[src/rtl/aes_key_sched_ctrl_if.sv]
// Bundle of key-load handshake, expander control and round-key read signals
// shared between the key schedule controller and its surroundings.
interface aes_key_sched_ctrl_if;
   logic [127:0] key_in;
   logic         key_valid;
   logic         key_ready;
   logic         kx_start_pos;
   logic         kx_key_update;
   logic [7:0]   kx_rcon;
   logic [127:0] kx_in;
   logic [127:0] kx_out;
   logic         keys_valid;
   logic         rk_rd;
   logic [3:0]   rk_addr;
   logic [127:0] rk_data;
   logic         rk_rvalid;
   logic         rk_err;

   // key source / expander / round engine side
   modport master (
      output key_in, key_valid, kx_out, rk_rd, rk_addr,
      input  key_ready, kx_start_pos, kx_key_update, kx_rcon, kx_in,
             keys_valid, rk_data, rk_rvalid, rk_err
   );

   // controller side
   modport slave (
      input  key_in, key_valid, kx_out, rk_rd, rk_addr,
      output key_ready, kx_start_pos, kx_key_update, kx_rcon, kx_in,
             keys_valid, rk_data, rk_rvalid, rk_err
   );
endinterface

[src/rtl/aes_key_sched_ctrl.sv]
// AES-128 key schedule sequencer and 11-entry round-key store.
//
// state  | meaning
// -------+------------------------------------------------------------
// IDLE   | no key yet, ready for a key
// LOAD   | expander loads the latched key (round key 0)
// EXPAND | 10 cycles: store round key r-1, step expander with rcon(r)
// LAST   | store round key 10, expander held
// DONE   | all round keys readable, ready for a new key
module aes_key_sched_ctrl (
   input logic                 clk,
   input logic                 rst_n,
   aes_key_sched_ctrl_if.slave ks_if
);

   typedef enum logic [2:0] {IDLE, LOAD, EXPAND, LAST, DONE} state_t;

   state_t       state_q, state_d;
   logic [3:0]   rnd_q, rnd_d;
   logic [7:0]   rcon_q, rcon_d;
   logic [127:0] key_q, key_d;
   logic         keys_valid_q, keys_valid_d;
   logic [127:0] rk_data_q;
   logic         rk_rvalid_q, rk_err_q;
   logic [127:0] store_q [0:10];
   logic         st_we;
   logic [3:0]   st_idx;
   logic         rd_ok;

   // State and sequencing registers
   always_ff @(posedge clk or negedge rst_n) begin
      if (!rst_n) begin
         state_q      <= IDLE;
         rnd_q        <= 4'd0;
         rcon_q       <= 8'h01;
         key_q        <= '0;
         keys_valid_q <= 1'b0;
      end else begin
         state_q      <= state_d;
         rnd_q        <= rnd_d;
         rcon_q       <= rcon_d;
         key_q        <= key_d;
         keys_valid_q <= keys_valid_d;
      end
   end

   // Next-state logic and state-decoded expander controls
   always_comb begin
      state_d             = state_q;
      rnd_d               = rnd_q;
      rcon_d              = rcon_q;
      key_d               = key_q;
      keys_valid_d        = keys_valid_q;
      st_we               = 1'b0;
      st_idx              = 4'd0;
      ks_if.key_ready     = 1'b0;
      ks_if.kx_start_pos  = 1'b0;
      ks_if.kx_key_update = 1'b0;
      ks_if.kx_rcon       = 8'h00;
      case (state_q)
         IDLE, DONE: begin
            ks_if.key_ready = 1'b1;
            if (ks_if.key_valid) begin
               key_d        = ks_if.key_in;
               keys_valid_d = 1'b0;
               state_d      = LOAD;
            end
         end
         LOAD: begin
            ks_if.kx_start_pos  = 1'b1;
            ks_if.kx_key_update = 1'b1;
            rnd_d               = 4'd1;
            rcon_d              = 8'h01;
            state_d             = EXPAND;
         end
         EXPAND: begin
            ks_if.kx_key_update = 1'b1;
            ks_if.kx_rcon       = rcon_q;
            st_we               = 1'b1;
            st_idx              = rnd_q - 4'd1;
            // xtime: multiply by x in GF(2^8)
            rcon_d              = {rcon_q[6:0], 1'b0} ^ (rcon_q[7] ? 8'h1b : 8'h00);
            rnd_d               = rnd_q + 4'd1;
            if (rnd_q == 4'd10) state_d = LAST;
         end
         LAST: begin
            st_we        = 1'b1;
            st_idx       = 4'd10;
            keys_valid_d = 1'b1;
            rnd_d        = 4'd0;
            state_d      = DONE;
         end
         default: state_d = IDLE;
      endcase
   end

   // Round-key store; contents are only meaningful once keys_valid is set
   always_ff @(posedge clk) begin
      if (st_we) store_q[st_idx] <= ks_io_kx_out();
   end

   function automatic logic [127:0] ks_io_kx_out();
      return ks_if.kx_out;
   endfunction

   // Read port: one request per cycle, answered the next cycle
   assign rd_ok = ks_if.rk_rd && keys_valid_q && (ks_if.rk_addr <= 4'd10);

   // Registered read data with valid / refusal pulses
   always_ff @(posedge clk or negedge rst_n) begin
      if (!rst_n) begin
         rk_data_q   <= '0;
         rk_rvalid_q <= 1'b0;
         rk_err_q    <= 1'b0;
      end else begin
         rk_rvalid_q <= rd_ok;
         rk_err_q    <= ks_if.rk_rd && !rd_ok;
         if (rd_ok) rk_data_q <= store_q[ks_if.rk_addr];
      end
   end

   assign ks_if.kx_in      = key_q;
   assign ks_if.keys_valid = keys_valid_q;
   assign ks_if.rk_data    = rk_data_q;
   assign ks_if.rk_rvalid  = rk_rvalid_q;
   assign ks_if.rk_err     = rk_err_q;

endmodule

[src/flat_wrapper.sv]
// flat-port wrapper written by rule: the top's interface ports become plain ports
module aes_key_sched_ctrl_flat 
  (clk, rst_n, ks_if_key_in, ks_if_key_valid, ks_if_kx_out, ks_if_rk_rd, ks_if_rk_addr, ks_if_key_ready, ks_if_kx_start_pos, ks_if_kx_key_update, ks_if_kx_rcon, ks_if_kx_in, ks_if_keys_valid, ks_if_rk_data, ks_if_rk_rvalid, ks_if_rk_err);
  aes_key_sched_ctrl_if ks_if_i ();
  input logic clk;
  input logic rst_n;
  input wire logic [$bits(ks_if_i.key_in)-1:0] ks_if_key_in;
  input wire logic [$bits(ks_if_i.key_valid)-1:0] ks_if_key_valid;
  input wire logic [$bits(ks_if_i.kx_out)-1:0] ks_if_kx_out;
  input wire logic [$bits(ks_if_i.rk_rd)-1:0] ks_if_rk_rd;
  input wire logic [$bits(ks_if_i.rk_addr)-1:0] ks_if_rk_addr;
  output wire logic [$bits(ks_if_i.key_ready)-1:0] ks_if_key_ready;
  output wire logic [$bits(ks_if_i.kx_start_pos)-1:0] ks_if_kx_start_pos;
  output wire logic [$bits(ks_if_i.kx_key_update)-1:0] ks_if_kx_key_update;
  output wire logic [$bits(ks_if_i.kx_rcon)-1:0] ks_if_kx_rcon;
  output wire logic [$bits(ks_if_i.kx_in)-1:0] ks_if_kx_in;
  output wire logic [$bits(ks_if_i.keys_valid)-1:0] ks_if_keys_valid;
  output wire logic [$bits(ks_if_i.rk_data)-1:0] ks_if_rk_data;
  output wire logic [$bits(ks_if_i.rk_rvalid)-1:0] ks_if_rk_rvalid;
  output wire logic [$bits(ks_if_i.rk_err)-1:0] ks_if_rk_err;
  assign ks_if_i.key_in = ks_if_key_in;
  assign ks_if_i.key_valid = ks_if_key_valid;
  assign ks_if_i.kx_out = ks_if_kx_out;
  assign ks_if_i.rk_rd = ks_if_rk_rd;
  assign ks_if_i.rk_addr = ks_if_rk_addr;
  assign ks_if_key_ready = ks_if_i.key_ready;
  assign ks_if_kx_start_pos = ks_if_i.kx_start_pos;
  assign ks_if_kx_key_update = ks_if_i.kx_key_update;
  assign ks_if_kx_rcon = ks_if_i.kx_rcon;
  assign ks_if_kx_in = ks_if_i.kx_in;
  assign ks_if_keys_valid = ks_if_i.keys_valid;
  assign ks_if_rk_data = ks_if_i.rk_data;
  assign ks_if_rk_rvalid = ks_if_i.rk_rvalid;
  assign ks_if_rk_err = ks_if_i.rk_err;
  aes_key_sched_ctrl u_core (.clk(clk), .rst_n(rst_n), .ks_if(ks_if_i));
endmodule
[config.mk]
export PLATFORM = sky130hd
export DESIGN_NAME = aes_key_sched_ctrl_flat
export DESIGN_NICKNAME = d
export VERILOG_FILES = /design/src/rtl/aes_key_sched_ctrl_if.sv /design/src/rtl/aes_key_sched_ctrl.sv /design/src/flat_wrapper.sv
export SDC_FILE = /design/constraint.sdc
export NUM_CORES = 2
export LEC_CHECK = 0
export BUFFER_PORTS_ARGS = -buffer_cell sky130_fd_sc_hd__buf_4
export CORE_MARGIN = 2
export CORE_UTILIZATION = 45
export DETAILED_ROUTE_END_ITERATION = 7
export PLACE_DENSITY_LB_ADDON = 0.2
export SLEW_MARGIN = 20
export SYNTH_ARGS = -nofsm -noshare
export SYNTH_HDL_FRONTEND = slang
export SYNTH_SLANG_ARGS = --single-unit
[constraint.sdc]
create_clock -name clk -period 14.2 [get_ports clk]
set_input_delay 2.84 -clock clk [delete_from_list [all_inputs] [get_ports clk]]
set_output_delay 2.84 -clock clk [all_outputs]
set_load 0.01 [all_outputs]
# Word-level counts from Yosys, hierarchy flattened

Memories as Yosys holds them, arrays and structs flattened. A register that Yosys moved wholly into a read port is not among the register bits.
Index checks and enable logic that the tools add are counted.

Bits in registers: 146
RAM bits: 1,408
Output and inout port bits: 270
Logic and storage cells: 50
Memories kept: 1

Memory list:

| memory         | words | width | rd ports | clocked after Yosys merged registers in | write ports | line                     | text |
|---|---|---|---|---|---|---|---|
| u_core.store_q | 11    | 128   | 1        | 1                                       | 1           | aes_key_sched_ctrl.sv:25 | `logic [127:0] store_q [0:10];` |

$add $sub $neg: 2
Order comparisons: 1
Eq/ne operators: 7
Mux-type cells: 16
Bitwise logic cells: 1
Reduce and logical (&&, ||, !) cells: 15

Operators with widths:

| kind                | number |
|---|---|
| $pmux 8 s2          | 1 |
| $pmux 3 s4          | 1 |
| $pmux 4 s3          | 1 |
| $mux 8              | 1 |
| $pmux 4 s2          | 1 |
| $xor 8x8->8         | 1 |
| $mux 1              | 7 |
| $eq 3x2->1 const B  | 2 |
| $mux 3              | 2 |
| $reduce_and 2->1    | 3 |
| $reduce_or 2->1     | 3 |
| $mux 5              | 1 |
| $add 4x1->4 const B | 1 |
| $eq 4x4->1 const B  | 1 |
| $le 4x4->1 const B  | 1 |
| $reduce_bool 2->1   | 2 |
| $sub 4x1->4 const B | 1 |
| $eq 3x1->1 const B  | 1 |
| $eq 3x3->1 const B  | 1 |
| $logic_and 1x1->1   | 3 |
| $logic_not 3->1     | 1 |
| $reduce_bool 3->1   | 1 |
| $logic_not 1->1     | 2 |
| $ne 2x1->1 const B  | 1 |
| other kinds (2)     | 2 |

# Longest topological paths before layout

Depth after elaboration: 5
Mapped depth: 7
Depth with buffers taken out: 5

# Worst setup path before layout

No wires, ideal clock.

Path kind: register to register
From: register u_core.rnd_q[0]
To: memory u_core.store_q[3][0] (enable)
Setup time: 0.930 ns
Data arrival time: 13.362 ns
Required time: 13.270 ns
Path slack: -0.092 ns
Cell stages (with the launch flop): 7
Buffers on the path: 1
Clock period less this slack: 14.292 ns
Cell sequence: dfrtp_1 > clkbuf_1 > inv_1 > ha_1 > xnor2_1 > a41oi_1 > nor4_1

Cells in the longest elaborated chain, start to end: 2

Ends and longest elaborated chain:

| item                   | line                     | text |
|---|---|---|
| from (decl)            | aes_key_sched_ctrl.sv:19 | `logic [3:0] rnd_q, rnd_d;` |
| from (signal assigned) | aes_key_sched_ctrl.sv:40 | `rnd_q <= rnd_d;` |
| $sub 4x1->4            | aes_key_sched_ctrl.sv:80 | `st_idx = rnd_q - 4'd1;` |
| $pmux 4 s2             | aes_key_sched_ctrl.sv:60 | `case (state_q)` |
| to (decl)              | aes_key_sched_ctrl.sv:25 |  |

Every way passes these cells.

# Final worst setup path

From: input ks_if_rk_addr[0]
To: register u_core.rk_data_q[111] (netlist: u_core.ks_if.rk_data[111]) (read register of u_core.store_q)

Cells in the longest elaborated chain, start to end: 2

Ends and longest elaborated chain:

| item              | line                      | text |
|---|---|---|
| from (decl)       | flat_wrapper.sv:11        | `input wire logic [$bits(ks_if_i.rk_addr)-1:0] ks_if_rk_addr;` |
| $le 4x4->1        | aes_key_sched_ctrl.sv:107 | `assign rd_ok = ks_if.rk_rd && keys_valid_q && (ks_if.rk_addr <= 4'd10);` |
| $logic_and 1x1->1 | aes_key_sched_ctrl.sv:107 |  |
| to (decl)         | aes_key_sched_ctrl.sv:23  | `logic [127:0] rk_data_q;` |

Several ways; a longest one is shown, not always the timed one.
A chain may end at the register's enable or synchronous reset.

==> summary.md <==
| Metric | Value |
|---|---|
| Power Density | `185 nW/um^2` |
| Setup bufs post-CTS | `0` |
| Detail Route Antenna Nets | `0` |
| WL met1 | `59.7 mm` |
| Cells after synthesis | `2680` |
| Crit path cell chain | `buf_8 -> buf_12 -> buf_4 -> mux4_2 -> mux4_2 -> mux2_2` |
| Yosys warns | `0` |
| Area leader, netlist | `edfxtp_1` |
| Die X | `379 um` |
| Starting density of the core | `0.454` |
| Die Y | `379 um` |
| Relative slew slack | `0.251` |
| Drt pass-1 iters | `5` |
| Final core utilization | `0.536` |
| Most common flop cell mapped by yosys | `edfxtp_1` |
| CP max-delay cell | `buf_4` |
| Setup Crit Path Kind | `in -> reg` |
| Design Area, Final | `74900 um^2` |
| Port bufs | `533` |
| Synth top area share | `0.667` |
| Core area | `140000 um^2` |
| WL met2 | `78.1 mm` |
| Asr flop ratio synth | `0.163` |
| Non-Filler Instances | `5325` |
| Max_cap viols | `0` |
| Count of hold-fix buffers inserted at cts | `0` |
| Required time of the worst setup path | `14.86 ns` |
| CP top delay family | `buffers and inverters` |
| List of most frequent post-synthesis cells | `edfxtp_1 (1408), mux2_2 (384), mux4_2 (384)` |
| Largest net degree at the start of global routing | `117` |
| Worst slew pin tran | `1.12 ns` |
| Total grt overflow | `0` |
| CTS tree | `done` |
| Post-CTS sizing | `0` |
| H-tree depth | `4` |
| DRT Wirelength | `154 mm` |
| Mapped Avg Cell Area | `23.7 um^2` |
| # rows | `137` |
| Ratio of cells with drive above 1 in the final layout | `0.464` |
| P_leak | `25.6 nW` |
| Vias/cell | `5.59` |
| Top cells by area, synth | `edfxtp_1 (67%), mux4_2 (14%), dfrtp_1 (11%)` |
| Synth Net Count | `2947` |
| Clock slew at reported path FFs | `0.05 ns` |
| Final worst-path cycle share | `0.410` |
| Vias in the first global route | `32.2k` |
| Total die area | `144000 um^2` |
| Total power | `13.9 mW` |
| Total track usage | `0.214` |
| Top Layer Used | `met5` |
| Max Clock Skew | `0.0242 ns` |
| Vias | `29.7k` |
| Startpoint types | `primary input` |
| Clock Path Buffers | `3` |
| EDFF count, synth | `1408` |
| Routability congestion estimate | `0.722` |
| Crit path DAT | `6.48 ns` |
| NumNets Final | `3567` |
| Fin. Hold Viols | `0` |
| Critical Path Max Stage Delay | `0.86 ns` |
| Synth-to-Final Area Change | `18.1%` |
| Max frequency | `0.172 GHz` |
| DRC violations left | `0` |
| Cell mode on critical path | `mux4_2` |
| Number of synthesized register bits | `1682` |
| Worst min path class | `reg -> reg` |
| Cell Area, Placed | `69600 um^2` |
| IO Pins | `534` |
| Synthesized cell area | `63400 um^2` |
| Hold WS | `0.475 ns` |
| Critical Path Sink Type | `register` |
| CP Max Fanout | `113` |
| Peak supply drop | `132 uV` |
| Count leader, synth | `edfxtp_1` |
| DP HPWL | `82.0 mm` |
| 1st-iter DRT viols | `2405` |
| DR WL met3 | `11.4 mm` |
| First-pass GRT wire length | `219 mm` |
| Final Critical Period | `5.82 ns` |
| Slew Limit Fails | `0` |
| Skew-Pair Late Insertion Delay | `0.80 ns` |
| Placed insts | `5003` |
| Sequential-to-total area share from yosys stat | `0.775` |
| Number of buffers created by CTS | `171` |
| Outcome | `finished, final reports clean` |
| # setup viols final | `0` |
| RSZ-0062 raised after global routing | `false` |
| Initial antenna violation count | `28` |
| WP buf/inv | `3` |
| Clock Sinks | `1682` |
| CTS root buf | `clkbuf_16` |
| Routed wire per std cell | `28.8 um` |
| Distinct cell type count after synthesis | `39` |
-- routing by layer --
layer | vias up | global-route usage
met5 | - | 0
met4 | 28 | 0.0724
met3 | 259 | 0.0561
met2 | 1001 | 0.365
met1 | 16000 | 0.266
li1 | 12400 | -
-- final timing paths --
path                                       start                         to  slack [ns]  depth (start not counted)
worst max-delay path            ks_if_rk_addr[0]  u_core.ks_if.rk_data[111]        8.38                          6
worst min-delay path            u_core.rcon_q[5]           u_core.rcon_q[5]        0.48                          1
worst max register to register   u_core.rnd_q[0]      u_core.store_q[1][62]        9.59                          7
worst min register to register  u_core.rcon_q[5]           u_core.rcon_q[5]        0.48                          1
max in group asynchronous                  rst_n      u_core.ks_if.kx_in[9]        9.72                          3
min in group asynchronous                  rst_n   u_core.ks_if.rk_data[61]        2.15                          1
-- per-stage QoR --
| step | TNS, ns | setup slack [ns] |
|---|---|---|
| floorplan | -21.66 | -0.0846 |
| global placement | 0 | 7.52 |
| detailed placement | 0 | 7.46 |
| CTS | 0 | 8.31 |
| global route | 0 | 8.10 |
| finish | 0 | 8.38 |
-- sequential cells by signal (all words and copies together) (netlist names) --
signal / flops
u_core.ks_if.keys_valid: 1
u_core.ks_if.kx_in: 128
u_core.ks_if.rk_data: 128
u_core.ks_if.rk_err: 1
u_core.ks_if.rk_rvalid: 1
u_core.rcon_q: 8
u_core.rnd_q: 4
u_core.state_q: 3
u_core.store_q: 1408
-- power by group --
part,leakage [nW],switching (mW),internal (mW)
sequential,16.0,0.400,6.45
clock,2.55,1.85,2.38
combinational,7.07,1.50,1.28
-- area by class of cell --
cell class | count | area (um^2)
Fill cell | 10600 | 64800
Sequential cell | 1682 | 49100
Multi-Input combinational cell | 850 | 13600
Clock buffer | 250 | 4780
Timing Repair Buffer | 588 | 4520
Tap cell | 1876 | 2350
Clock inverter | 62 | 473
Inverter | 7 | 26.3
Antenna cell | 10 | 25.0
-- kinds of logic (layout without fill, tap and decap cells) --
family,Yosys count,in the layout,synth area share
mux,770,770,0.205
fa+ha+maj,3,3,0.000592
flops,1682,1682,0.775
xor+xnor,6,6,0.000829
buf+inv,148,907,0.0123
simple gates,45,45,0.00373
compound gates,26,26,0.00280
other cells,0,10,0
-- worst reg2reg max path: cells and delay by family (launching register included) --
kind,cells,cell delay [ns]
compound gates,1,0.45
xor+xnor,1,0.16
fa+ha+maj,1,0.29
buf+inv,3,1.88
flops,1,0.61
simple gates,1,0.78
-- cells in the final DEF (no fill, tap or decap), drive strengths merged, types with 4 or more instances in the layout --
cell and n:
clkinvlp 4, mux4 384, and2 8, a21o 4, buf 588, clkbuf 250, o21ai 7, nor2 9
inv 16, clkinv 47, nand3 4, nand2 8, xor2 5, edfxtp 1408, dfrtp 273, a21oi 4
diode 10, mux2 384
(Power assumes the default switching activity.)
